[src/rtl/mem_store_forward_buffer.sv]
// Store buffer with newest-match store-to-load forwarding, drained in order to memory.
// Optional byte-merging of stores into the tail entry: define MEM_FWD_COALESCE_EN.
module mem_store_forward_buffer #(
    parameter int ADDR_WIDTH = 32,
    parameter int DATA_WIDTH = 32,
    parameter int DEPTH      = 4
) (
    input  logic                          CLK,
    input  logic                          RESET,
    input  logic                          STORE_VALID,
    input  logic [ADDR_WIDTH-1:0]         STORE_ADDR,
    input  logic [DATA_WIDTH-1:0]         STORE_DATA,
    input  logic [DATA_WIDTH/8-1:0]       STORE_MASK,
    output logic                          STORE_READY,
    input  logic                          LOAD_VALID,
    input  logic [ADDR_WIDTH-1:0]         LOAD_ADDR,
    output logic                          FWD_HIT,
    output logic [DATA_WIDTH-1:0]         FWD_DATA,
    output logic                          LOAD_STALL,
    output logic                          MEM_WRITE,
    output logic [ADDR_WIDTH-1:0]         MEM_ADDR,
    output logic [DATA_WIDTH-1:0]         MEM_WRITEDATA,
    output logic [DATA_WIDTH/8-1:0]       MEM_MASK,
    input  logic                          MEM_BUSYWAIT,
    output logic [$clog2(DEPTH+1)-1:0]    COUNT,
    output logic                          EMPTY
);
    localparam int BYTES = DATA_WIDTH / 8;
    localparam int OFF   = $clog2(BYTES);
    localparam int WAW   = ADDR_WIDTH - OFF;
    localparam int PW    = $clog2(DEPTH);
    localparam int CW    = $clog2(DEPTH + 1);

    logic [WAW-1:0]        ent_addr [DEPTH];
    logic [DATA_WIDTH-1:0] ent_data [DEPTH];
    logic [BYTES-1:0]      ent_mask [DEPTH];

    logic [PW-1:0]  head, tail, idx, sel;
    logic [CW-1:0]  count;
    logic           empty, push, pop, merge_ok, found, sel_full;
    logic [WAW-1:0] store_wa, load_wa;

    assign store_wa = STORE_ADDR[ADDR_WIDTH-1:OFF];
    assign load_wa  = LOAD_ADDR[ADDR_WIDTH-1:OFF];

    generate
        if (OFF > 0) begin : g_unused_offsets
            logic unused_offsets;
            assign unused_offsets = ^{STORE_ADDR[OFF-1:0], LOAD_ADDR[OFF-1:0]};
        end
    endgenerate

    assign empty = (count == '0);

`ifdef MEM_FWD_COALESCE_EN
    logic [PW-1:0] last;
    assign last = tail - PW'(1);
    // With one entry the tail-most entry is the head, which is always on the memory port.
    assign merge_ok = (count > CW'(1)) && (ent_addr[last] == store_wa);
`else
    assign merge_ok = 1'b0;
`endif

    // Handshakes: a store transfers at a rising edge where STORE_VALID && STORE_READY;
    // the head retires at a rising edge where MEM_WRITE && !MEM_BUSYWAIT.
    assign STORE_READY = (count < CW'(DEPTH)) || merge_ok;
    assign push        = STORE_VALID && STORE_READY && !merge_ok;
    assign pop         = !empty && !MEM_BUSYWAIT;

    always_ff @(posedge CLK or negedge RESET) begin
        if (!RESET) begin
            head  <= '0;
            tail  <= '0;
            count <= '0;
        end else begin
            if (push) tail <= tail + PW'(1);
            if (pop)  head <= head + PW'(1);
            case ({push, pop})
                2'b10:   count <= count + CW'(1);
                2'b01:   count <= count - CW'(1);
                default: count <= count;
            endcase
        end
    end

    // Entry payload needs no reset: it is only observed through count-qualified logic.
    always_ff @(posedge CLK) begin
        if (push) begin
            ent_addr[tail] <= store_wa;
            ent_data[tail] <= STORE_DATA;
            ent_mask[tail] <= STORE_MASK;
        end
`ifdef MEM_FWD_COALESCE_EN
        if (STORE_VALID && merge_ok) begin
            for (int b = 0; b < BYTES; b++) begin
                if (STORE_MASK[b]) ent_data[last][8*b +: 8] <= STORE_DATA[8*b +: 8];
            end
            ent_mask[last] <= ent_mask[last] | STORE_MASK;
        end
`endif
    end

    // Walk oldest to newest so the last match seen is the newest one.
    always_comb begin
        found = 1'b0;
        sel   = head;
        idx   = head;
        for (int i = 0; i < DEPTH; i++) begin
            idx = head + PW'(i);
            if ((CW'(i) < count) && (ent_addr[idx] == load_wa)) begin
                found = 1'b1;
                sel   = idx;
            end
        end
    end

    assign sel_full   = &ent_mask[sel];
    assign FWD_HIT    = LOAD_VALID && found && sel_full;
    assign LOAD_STALL = LOAD_VALID && found && !sel_full;
    assign FWD_DATA   = FWD_HIT ? ent_data[sel] : '0;

    assign MEM_WRITE     = !empty;
    assign MEM_ADDR      = empty ? '0 : (ADDR_WIDTH'(ent_addr[head]) << OFF);
    assign MEM_WRITEDATA = empty ? '0 : ent_data[head];
    assign MEM_MASK      = empty ? '0 : ent_mask[head];
    assign COUNT         = count;
    assign EMPTY         = empty;
endmodule

[config.mk]
export PLATFORM = sky130hd
export DESIGN_NAME = mem_store_forward_buffer
export DESIGN_NICKNAME = d
export VERILOG_FILES = /design/src/rtl/mem_store_forward_buffer.sv
export SDC_FILE = /design/constraint.sdc
export NUM_CORES = 1
export LEC_CHECK = 0
export BUFFER_PORTS_ARGS = -buffer_cell sky130_fd_sc_hd__buf_2
export CAP_MARGIN = 20
export CORE_ASPECT_RATIO = 0.7
export CORE_MARGIN = 4
export CORE_UTILIZATION = 59
export CTS_CLUSTER_DIAMETER = 80
export DETAILED_ROUTE_END_ITERATION = 6
export PLACE_DENSITY_LB_ADDON = 0.25
export SLEW_MARGIN = 20
export SYNTH_ARGS = -nofsm -noshare
export SYNTH_HDL_FRONTEND = slang
export SYNTH_SLANG_ARGS = --single-unit
[constraint.sdc]
create_clock -name CLK -period 7.2 [get_ports CLK]
set_input_delay 1.8 -clock CLK [delete_from_list [all_inputs] [get_ports CLK]]
set_output_delay 1.8 -clock CLK [all_outputs]
set_load 0.03 [all_outputs]
Word level (Yosys, flattened, before mapping)

Memory sizes are Yosys's and may differ from the RTL's.
Cells that the tools add are included.

Equal/unequal tests: 6
Div/mod/pow operators: 0
Bitwise operators: 0
Order comparisons: 5
Muxes and demuxes: 14
Add/sub/neg operators: 6
Reductions and logical operators: 15
Shift-type cells: 0
$mul: 0

Operator list:

| cell                                              | number |
|---|---|
| == test 30 bit                                    | 4 |
| two-way mux 32 bit                                | 3 |
| logical AND 1 bit                                 | 9 |
| < comparator 1 x 3 -> 1 bit, first input constant | 2 |
| < comparator 2 x 3 -> 1 bit, first input constant | 2 |
| two-way mux 1 bit                                 | 6 |
| two-way mux 2 bit                                 | 3 |
| case mux 3 bit (2 select lines)                   | 1 |
| adder 2 x 1 -> 2 bit, second input constant       | 2 |
| adder 2 bit, second input constant                | 2 |
| two-way mux 4 bit                                 | 1 |
| AND reduction 4 bit                               | 1 |
| adder 3 x 1 -> 3 bit, second input constant       | 1 |
| logical NOT 1 bit                                 | 3 |
| logical NOT 3 bit                                 | 1 |
| < comparator 3 bit, second input constant         | 1 |
| subtractor 3 x 1 -> 3 bit, second input constant  | 1 |
| == test 2 x 1 -> 1 bit, second input constant     | 1 |
| == test 2 bit, second input constant              | 1 |
| nonzero test 2 bit                                | 1 |

Bits in latches: 0
Input bits: 105
Word-level logic and storage cells: 52
Memories: 3
Register bits after elaboration: 7
ROM bits: 0
Output and inout port bits: 108
RAM bits: 264

Memory list:

| memory   | depth | bits a word | read ports | clocked after Yosys merged registers in | write ports | RTL line | source |
|---|---|---|---|---|---|---|---|
| ent_data | 4     | 32          | 2          | 0                                       | 1           | 35       | `logic [DATA_WIDTH-1:0] ent_data [DEPTH];` |
| ent_addr | 4     | 30          | 4          | 0                                       | 1           | 34       | `logic [WAW-1:0] ent_addr [DEPTH];` |
| ent_mask | 4     | 4           | 2          | 0                                       | 1           | 36       | `logic [BYTES-1:0] ent_mask [DEPTH];` |

Longest topological paths before layout

Gate-level depths: netlist of the first run.
An unclocked memory read counts as a cell.

Word-level depth: 11
Depth in mapped cells: 17
Gate-level depth less buffers: 13

Worst setup path before layout of the first run

OpenSTA, ideal clock, no wires.

Path type: input to output
Start: input port LOAD_ADDR[30]
End: output port FWD_DATA[1]
Stages: 12
Path buffers: 4
Data required time: 5,400 ps
Arrival time: 4,982 ps
Setup slack: 418 ps
Cells stage by stage: clkbuf_1 > o221ai_1 > or4_1 > a222oi_1 > o2111ai_1 > a21oi_1 > a31oi_2 > buf_6 > buf_8 > buf_6 > mux2i_1 > a211oi_1

Word-level cells in the longest chain between the ends: 9
Elaborated cells on any way between the ends: 21
Classes of those cells: eq/ne: 4; mux: 8; reduce/logical: 7; memory: 2

RTL lines:

| what                                                                 | RTL line | source |
|---|---|---|
| start, declared                                                      | 16       | `input logic [ADDR_WIDTH-1:0] LOAD_ADDR,` |
| == test 30 bit                                                       | 110      | `if ((CW'(i) < count) && (ent_addr[idx] == load_wa)) begin` |
| logical AND 1 bit                                                    | 110      |  |
| two-way mux 2 bit or two-way mux 1 bit (tied branches) (3 in series) | 110      |  |
| memory (4 x 4 bit) or two-way mux 1 bit (tied branches)              | n/a      |  |
| AND reduction 4 bit or logical AND 1 bit (tied branches)             | 117, 118 |  |
| logical AND 1 bit                                                    | 118      | `assign FWD_HIT = LOAD_VALID && found && sel_full;` |
| two-way mux 32 bit *                                                 | 120      | `assign FWD_DATA = FWD_HIT ? ent_data[sel] : '0;` |
| end, declared                                                        | 18       | `output logic [DATA_WIDTH-1:0] FWD_DATA,` |

Mark *: on every way between the ends. The rest lies on a longest branch, timed or not.

Final worst setup path of the first run

Start: input port LOAD_ADDR[8]
End: output port FWD_DATA[26]

The elaborated chain is that of the path after synthesis.

==> results_dict.tcl, run 1 <==
set metrics [dict create \
    syn_inst 1140 \
    grt_pass1_vias 10421 \
    core.rowCount 49 \
    io_buffer_count 206 \
    netlist_area_mm2 0.0157 \
    crit_buf_inv 4 \
    fin_crit_sh_pct 97.0 \
    n_fill_cell 1847 \
    setup_viol 0 \
    ctsHoldBuffers 0 \
    avgSynthCellArea_um2 13.8 \
    whs_endpoint "COUNT[1]" \
    ioPinCount 213 \
    fp.dieArea_mm2 0.0294 \
    r2r_setup_slack_ps 4580 \
    min-delay-start "COUNT[1]" \
    clockBufferDepth 3 \
    finalHoldViolations 0 \
    slowest_stage "or4b_1" \
    violations "design-rule violations" \
    antenna_left 0 \
    multi_input_area_mm2 0.00707 \
    worst-setup-path-type "in2out" \
    slew_headroom_pct 29.0 \
    critPathCaptureType "output port" \
    grt_max_degree 68 \
    min_delay_path_depth 2 \
    wl_per_cell_um 24.3 \
    syn2layout_area_growth_pct 14.7 \
    slew_viol_final 0 \
    insertion_delay_ps 550 \
    finalClockSkew_ps 11.8 \
    die_h_um 145 \
    critPathArrivalTime_ps 5190 \
    fp.dieW_um 203 \
    grt_usage_pct 27.3 \
    critPathMaxStageDelay_ps 550 \
    path_delay_family "compound AO/OA/AOI/OAI gates" \
    ys_seq_area_share_pct 51.5 \
    vias 10806 \
    crit_chain "buf_2 > inv_1 > xnor2_1 > a21oi_1 > or4b_1 > nor4_1 > a311o_1 > a21oi_2 > a31oi_4 > mux2i_2 > o211ai_4 > buf_12 > a211oi_2 > buf_2" \
    postRouteWirelength_mm 41.7 \
    dr.pass1.iters 7 \
    ys_warn_count 0 \
    critPathMostFrequentCell "buf_2" \
    rsz0062_at_grt "false" \
    rr_endpoint "COUNT[2]" \
    drtIter0Drc 1169 \
    cap_violations 0 \
    area.sequential_mm2 0.00811 \
    nNetsFinal 1445 \
    pwr_density_cell_mw_per_mm2 429 \
    hpwl_mm 28.5 \
    ys_ff_latch 271 \
    r2r_start "COUNT[0]" \
    p_leak_nw 6.74 \
    placed_cell_area_mm2 0.0170 \
    start_kind "input pin" \
    fmax_mhz 143 \
    coreArea_mm2 0.0259 \
    synth-async-reset-ratio_pct 2.58 \
    drc 2 \
    synth-edff-count 264 \
    initial_core_util_pct 60.6 \
    design_area_mm2 0.0180 \
    clk_pin_slew_ps 70 \
    cts_tree "done" \
    worst_ep_required_time_ps 5400 \
    root_buffer "clkbuf_16" \
    gp_congestion 0.960 \
    gr-total-overflow 0 \
    fin_crit_ps 6990 \
    rr_worst_depth 10 \
    max_slew.worst_pin.slew_ps 1060 \
    antenna_found_initial 7 \
    synth_cell_type_count 77 \
    cp.depth 14 \
    ir_worst_vdd_uv 342 \
    synthFlopType "edfxtp_1" \
    setup_tns_ps 0 \
    drive_above_1_share_pct 34.5 \
    critPathMaxFanout 17 \
    min_path_type "reg2reg" \
    status "complete, but fails checks" \
    grt_pass1_wl_mm 61.4 \
    numCtsBuffers 27 \
    cts_sinks 271 \
    cts_htree_levels 1 \
    viasPerCell 6.32 \
]
what timing repair did:
| item | 4_1_cts | 5_1_grt |
|---|---|---|
| endpoints found under the hold margin | 0 | 0 |
| gates resized for setup | 0 | 3 |
| setup endpoints to repair | 0 | 33 |
| buffers inserted | 0 | 5 |
metal layers:
layer / share of wire, % / vias up / global-route usage (%)
met4: 2.1 / 12 / 6.53
met2: 43 / 563 / 41.0
li1: - / 4770 / -
met5: 0.16 / - / 0
met1: 43 / 5392 / 40.3
met3: 11 / 69 / 7.51
power by group:
group / leakage [nW] / internal (mW) / switching [mW]
clock: 0.430 / 0.800 / 0.618
sequential: 2.48 / 1.99 / 0.169
combinational: 3.83 / 1.62 / 2.55
synth_stat cells, drive strengths merged, types with 2 or more instances:
cell type	count	share of area [%]
a2111oi	3	0.21
a211oi	33	2.5
a21boi	2	0.095
a21oi	13	0.41
a222oi	4	0.25
a2bb2oi	4	0.22
a31oi	2	0.21
and2	8	0.32
and3	3	0.12
and4	2	0.11
buf	51	2.6
clkbuf	36	0.86
dfrtp	7	1.1
edfxtp	264	50
ha	9	0.72
inv	12	0.29
mux2	61	4.4
mux2i	141	9.1
mux4	66	9.5
nand2	55	1.3
nand2b	8	0.32
nand3	15	0.48
nand4	16	0.64
nor2	73	1.7
nor2b	43	1.7
nor3	5	0.16
nor3b	2	0.095
nor4	12	0.48
o2111ai	7	0.39
o211ai	5	0.36
o21ai	34	1.1
o221ai	3	0.17
o22ai	8	0.32
or2	3	0.12
or4b	2	0.15
xnor2	54	3.1
xor2	51	2.8
cells by family (layout without fill, tap and decap cells):
logic type / after synthesis / after routing / share of synthesized area [%]
buffers and inverters: 100 / 311 / 3.73
AOI/OAI and AO/OA: 132 / 132 / 7.02
adders and majority gates: 9 / 9 / 0.716
muxes: 268 / 268 / 22.9
other: 1 / 4 / 0.0238
DFF: 271 / 271 / 51.5
xor gates and xnor gates: 105 / 105 / 5.97
and+or+nand+nor: 254 / 254 / 8.12
cell usage in the layout, fill, tap and decap left out, types with 7 or more instances in the layout:
| master | n |
|---|---|
| a211oi_2 | 29 |
| a21oi_1 | 12 |
| buf_12 | 7 |
| buf_2 | 206 |
| buf_4 | 32 |
| clkbuf_16 | 27 |
| edfxtp_1 | 264 |
| ha_1 | 9 |
| inv_1 | 10 |
| mux2_2 | 57 |
| mux2i_1 | 138 |
| mux4_2 | 66 |
| nand2_1 | 55 |
| nand2b_1 | 8 |
| nand3_1 | 15 |
| nand4_1 | 16 |
| nor2_1 | 73 |
| nor2b_1 | 43 |
| nor4_1 | 12 |
| o2111ai_1 | 7 |
| o21ai_0 | 33 |
| o22ai_1 | 8 |
| xnor2_1 | 53 |
| xor2_1 | 51 |
worst max-delay path by stage:
stage | to | from | slack [ps]
detailed placement | FWD_DATA[22] | LOAD_ADDR[8] | 150
finish | FWD_DATA[26] | LOAD_ADDR[8] | 210
CTS | FWD_DATA[22] | head[0] | 70
floorplan | FWD_DATA[1] | LOAD_ADDR[30] | 420
global placement | FWD_DATA[22] | LOAD_ADDR[8] | 200
global route | FWD_DATA[0] | LOAD_ADDR[4] | 30
layout make-up:
class,count,area share (%)
sequential,271,45.0
multi-input combinational,770,39.2
timing repair buffer,248,8.19
clock buffer,30,3.81
tap,357,2.48
clock inverter,20,1.06
inverter,13,0.271
antenna,2,0.0278
state kept, by name, indices dropped and copies added (netlist names):
signal / flops
ent_data: 128
COUNT: 3
tail: 2
ent_addr: 120
head: 2
ent_mask: 16
per-stage QoR:
step | hold slack, ps | instances | util (%) | total power [mW] | setup WS (ps)
2_1_floorplan | 580 | 1141 | - | 5.22 | 418
3_3_place_gp | 575 | 1654 | 65.7 | 6.17 | 200
3_5_place_dp | 605 | 1654 | 65.7 | 6.23 | 152
4_1_cts | 613 | 1704 | 69.1 | 7.64 | 68.4
5_1_grt | 647 | 1710 | 69.5 | 8.10 | 35.0
6_report | 606 | 1711 | 69.5 | 7.74 | 212
worst register-to-register path, stage by stage, from the launching register on:
cell,delay [ps]
dfrtp_1,470
inv_1,150
ha_1,160
nand2_1,80
inv_2,50
buf_4,670
nor2_1,290
ha_1,300
mux2i_1,160
nor2_1,70
xnor2_1,120
Power figures use the tool's default switching activity.
==> run 2: changes to the inputs <==
Settings changed: CORE_UTILIZATION 59 to 63, RECOVER_POWER set to 25.
Clock period 7.2 ns to 9.05 ns, I/O delays scaled along.
==> results_dict.tcl, run 2 (synthesis results as in run 1) <==
set metrics [dict create \
    syn2layout_area_growth_pct 11.9 \
    ctsHoldBuffers 0 \
    min_path_type "reg2reg" \
    p_leak_nw 6.42 \
    worst_ep_required_time_ps 6790 \
    design_area_mm2 0.0176 \
    critPathMaxFanout 65 \
    final_cell_mix "edfxtp_1 (264), buf_2 (163), mux2i_1 (139), nor2_1 (73), mux4_2 (66)" \
    pwr_density_cell_mw_per_mm2 337 \
    insertion_delay_ps 550 \
    rsz0062_at_grt "false" \
    fin_crit_sh_pct 89.8 \
    cts_tree "done" \
    grt_pass1_vias 10190 \
    rr_endpoint "ent_data[1][25]" \
    post_cts_buffers 0 \
    whs_ps 611 \
    numCtsBuffers 28 \
    worst-setup-path-type "in2out" \
    whs_endpoint "COUNT[1]" \
    slew_viol_final 0 \
    finalHoldViolations 0 \
    placed_cell_area_mm2 0.0168 \
    critPathMaxStageDelay_ps 540 \
    crit_chain "buf_2 > xnor2_1 > or4_1 > a222oi_1 > o2111ai_1 > a21oi_1 > a31oi_4 > buf_12 > o211ai_2 > o211ai_4 > buf_12 > a211oi_2 > buf_2" \
    fin_crit_ps 8130 \
    ir_worst_vdd_uv 280 \
    slew_headroom_pct 24.6 \
    antenna_found_initial 4 \
    fmax_mhz 123 \
    dr.pass1.iters 5 \
    die_h_um 140 \
    ioPinCount 213 \
    grt_usage_pct 28.6 \
    fp.dieArea_mm2 0.0276 \
    drc 0 \
    vias 10543 \
    grt_max_degree 158 \
    start_kind "input pin" \
    nNetsFinal 1417 \
    clk_pin_slew_ps 60 \
    drtIter0Drc 1210 \
    postRouteWirelength_mm 40.2 \
    slowest_stage "or4_1" \
    fp.dieW_um 197 \
    reg.largest.list "ent_data x128, ent_addr x120, ent_mask x16" \
    clockBufferDepth 3 \
    status "finished clean" \
    initial_core_util_pct 63.9 \
    r2r_start "COUNT[2]" \
    rr_worst_depth 3 \
    final_common_cell "edfxtp_1" \
    setup_viol 0 \
    gp_congestion 1.01 \
    critPathArrivalTime_ps 5870 \
    n_fill_cell 1723 \
    viasPerCell 6.41 \
    min_delay_path_depth 2 \
    critPathCaptureType "output port" \
    max_slew.worst_pin.slew_ps 1130 \
    antenna_left 0 \
    cts_htree_levels 1 \
    wl_per_cell_um 24.4 \
    setup_tns_ps 0 \
    core.rowCount 48 \
    cts_sinks 271 \
    grt_pass1_wl_mm 61.2 \
    finalClockSkew_ps 11.8 \
    min-delay-start "COUNT[1]" \
    instances_no_fill 1646 \
    io_buffer_count 206 \
    cts_resized 0 \
    largest_register "ent_data" \
    drive_above_1_share_pct 29.2 \
    dp.cells 1597 \
    coreArea_mm2 0.0246 \
    cap_violations 0 \
    hpwl_mm 27.3 \
    r2r_setup_slack_ps 6470 \
    gr-total-overflow 0 \
    largest_reg_flops 128 \
    root_buffer "clkbuf_16" \
]
==> run 2: worst max-delay path by stage <==
stage / from / end / slack [ps]
floorplan: LOAD_ADDR[30] / FWD_DATA[1] / 1340
global placement: LOAD_ADDR[4] / FWD_DATA[1] / 1020
detailed placement: LOAD_ADDR[4] / FWD_DATA[31] / 940
CTS: LOAD_ADDR[4] / FWD_DATA[31] / 930
global route: LOAD_ADDR[16] / FWD_DATA[31] / 690
finish: LOAD_ADDR[2] / FWD_DATA[2] / 920
==> run 2: power by group <==
group / switching (mW) / internal (mW)
clock network: 0.455 / 0.578
logic: 1.99 / 1.20
registers: 0.114 / 1.58
total: 2.56 / 3.36
==> run 2: worst max-delay path: cells and delay by family <==
family	cells	cell delay, ps
XOR/XNOR	1	220
AND/OR/NAND/NOR	1	540
buffers and inverters	4	900
AO/OA/AOI/OAI	7	1940
==> run 2: through the flow <==
| stage | total power [mW] | util (%) | setup slack, ps |
|---|---|---|---|
| floorplan | 4.15 | - | 1340 |
| global placement | 4.84 | 68.3 | 1020 |
| detailed placement | 4.88 | 68.3 | 938 |
| CTS | 5.92 | 71.5 | 931 |
| global route | 6.22 | 71.4 | 692 |
| finish | 5.92 | 71.5 | 921 |
==> run 2: cell type report <==
| class | count | area [um^2] | share of cell area, % |
|---|---|---|---|
| antenna | 4 | 10.0 | 0.0569 |
| inverter | 13 | 48.8 | 0.277 |
| clock buffer | 37 | 756 | 4.30 |
| timing repair buffer | 219 | 1170 | 6.65 |
| multi-input combinational | 770 | 7060 | 40.1 |
| tap | 325 | 407 | 2.31 |
| clock inverter | 7 | 35.0 | 0.199 |
| sequential | 271 | 8110 | 46.1 |
==> run 2: layer usage <==
layer	share of wire [%]	routed length, um	global-route usage (%)
met5	0.077	31	0
met4	1.7	687	5.87
met3	11	4610	7.74
met2	44	17600	41.7
met1	43	17200	43.9
==> run 3: changes to the inputs <==
Settings changed: CELL_PAD_IN_SITES_DETAIL_PLACEMENT set to 0, CELL_PAD_IN_SITES_GLOBAL_PLACEMENT set to 1, CORE_UTILIZATION 63 to 52.
==> results_dict.tcl, run 3 (synthesis results as in run 1) <==
set metrics [dict create \
    drc 2 \
    cts_tree "done" \
    slowest_stage "xnor2_4" \
    critPathMostFrequentCell "buf_2" \
    max_slew.worst_pin.slew_ps 936 \
    finalHoldViolations 0 \
    placed_cell_area_mm2 0.0170 \
    largest_reg_flops 128 \
    n_fill_cell 2379 \
    grt_usage_pct 25.4 \
    area.sequential_mm2 0.00811 \
    post_cts_buffers 0 \
    setup_viol 0 \
    status "complete, but fails checks" \
    p_leak_nw 6.49 \
    ir_worst_vdd_uv 234 \
    dr.pass1.iters 7 \
    initial_core_util_pct 53.6 \
    die_h_um 153 \
    start_kind "input pin" \
    slew_headroom_pct 37.6 \
    grt_max_degree 68 \
    nNetsFinal 1427 \
    viasPerCell 6.00 \
    io_buffer_count 206 \
    core.rowCount 52 \
    critPathCaptureType "output port" \
    fin_util_pct 60.6 \
    pwr_density_cell_mw_per_mm2 339 \
    reg.largest.list "ent_data x128, ent_addr x120, ent_mask x16" \
    grt_pass1_vias 10373 \
    numCtsBuffers 27 \
    grt_pass1_wl_mm 64.6 \
    clockBufferDepth 3 \
    rsz0062_at_grt "false" \
    worst_ep_required_time_ps 6790 \
    critPathMaxFanout 33 \
    largest_register "ent_data" \
    final_cell_mix "edfxtp_1 (264), buf_2 (165), mux2i_1 (139), nor2_1 (73), mux4_2 (66)" \
    postRouteWirelength_mm 42.9 \
    min_path_type "reg2reg" \
    cts_sinks 271 \
    design_area_mm2 0.0178 \
    fmax_mhz 117 \
    slew_viol_final 0 \
    critPathArrivalTime_ps 6280 \
    vias 10437 \
    drive_above_1_share_pct 30.4 \
    clk_pin_slew_ps 60 \
    violations "design-rule violations" \
    wl_per_cell_um 24.6 \
    gr-total-overflow 0 \
    insertion_delay_ps 550 \
    ctsHoldBuffers 0 \
    finalClockSkew_ps 15.5 \
    root_buffer "clkbuf_16" \
    syn2layout_area_growth_pct 13.0 \
    fp.dieArea_mm2 0.0331 \
    critPathMaxStageDelay_ps 760 \
    gp_congestion 1.00 \
    fin_crit_ps 8540 \
    whs_ps 629 \
    drtIter0Drc 1168 \
    coreArea_mm2 0.0293 \
    crit_buf_inv 3 \
    fin_crit_sh_pct 94.3 \
    antenna_found_initial 5 \
    fp.dieW_um 216 \
    ioPinCount 213 \
    multi_input_area_mm2 0.00706 \
    path_delay_family "compound AO/OA/AOI/OAI gates" \
    cts_htree_levels 1 \
    crit_chain "buf_2 > o221ai_1 > or4_1 > a222oi_1 > o2111ai_1 > nor2_1 > a31oi_4 > xnor2_4 > o211ai_2 > o211ai_4 > buf_12 > a211oi_1 > buf_2" \
    antenna_left 0 \
    worst-setup-path-type "in2out" \
    final_common_cell "edfxtp_1" \
    cts_resized 0 \
    cap_violations 0 \
    hpwl_mm 30.5 \
    setup_tns_ps 0 \
]
run 3: cell count changes in the layout (fill, tap and decap cells not counted), moves of 2 or more:
cell	delta
clkinv_2	+4
clkbuf_8	+2
buf_4	+13
clkbuf_1	-3
clkbuf_16	-2
diode_2	-3
buf_2	+2
buf_12	-2
run 3: routing by layer:
layer	global-route usage (%)	part of all wire (%)
met3	7.12	9.7
met4	4.87	1.7
met1	38.6	46
met2	36.9	43
met5	0	0.098
run 3: final timing paths:
check | endpoint | cells after the start | slack [ps] | startpoint
min in group asynchronous | COUNT[1] | 1 | 1720 | RESET
worst max-delay path | FWD_DATA[31] | 13 | 510 | LOAD_ADDR[30]
worst min-delay path | COUNT[0] | 1 | 630 | COUNT[0]
worst min register to register | COUNT[0] | 1 | 630 | COUNT[0]
worst max register to register | COUNT[2] | 9 | 6210 | COUNT[1]
max in group asynchronous | head[0] | 1 | 6830 | RESET
run 3: layout make-up:
class                           instances  share of cell area [%]
Sequential cell                       271                    45.6
Multi-Input combinational cell        770                    39.7
Timing Repair Buffer                  230                    6.83
Clock buffer                           36                    4.10
Tap cell                              405                    2.85
Clock inverter                         14                   0.598
Inverter                               13                   0.275
Antenna cell                            1                  0.0141
run 3: through the flow:
step	power, mW	cells	worst slack [ps]
after floorplan	4.15	1141	1340
after global placement	4.93	1689	641
after detailed placement	4.96	1689	632
after CTS	6.04	1739	614
after global routing	6.34	1740	314
final	6.02	1740	512
run 3: where the power goes:
group	switching, mW	internal [mW]
logic	2.00	1.22
registers	0.161	1.58
clock network	0.475	0.597
total	2.63	3.39
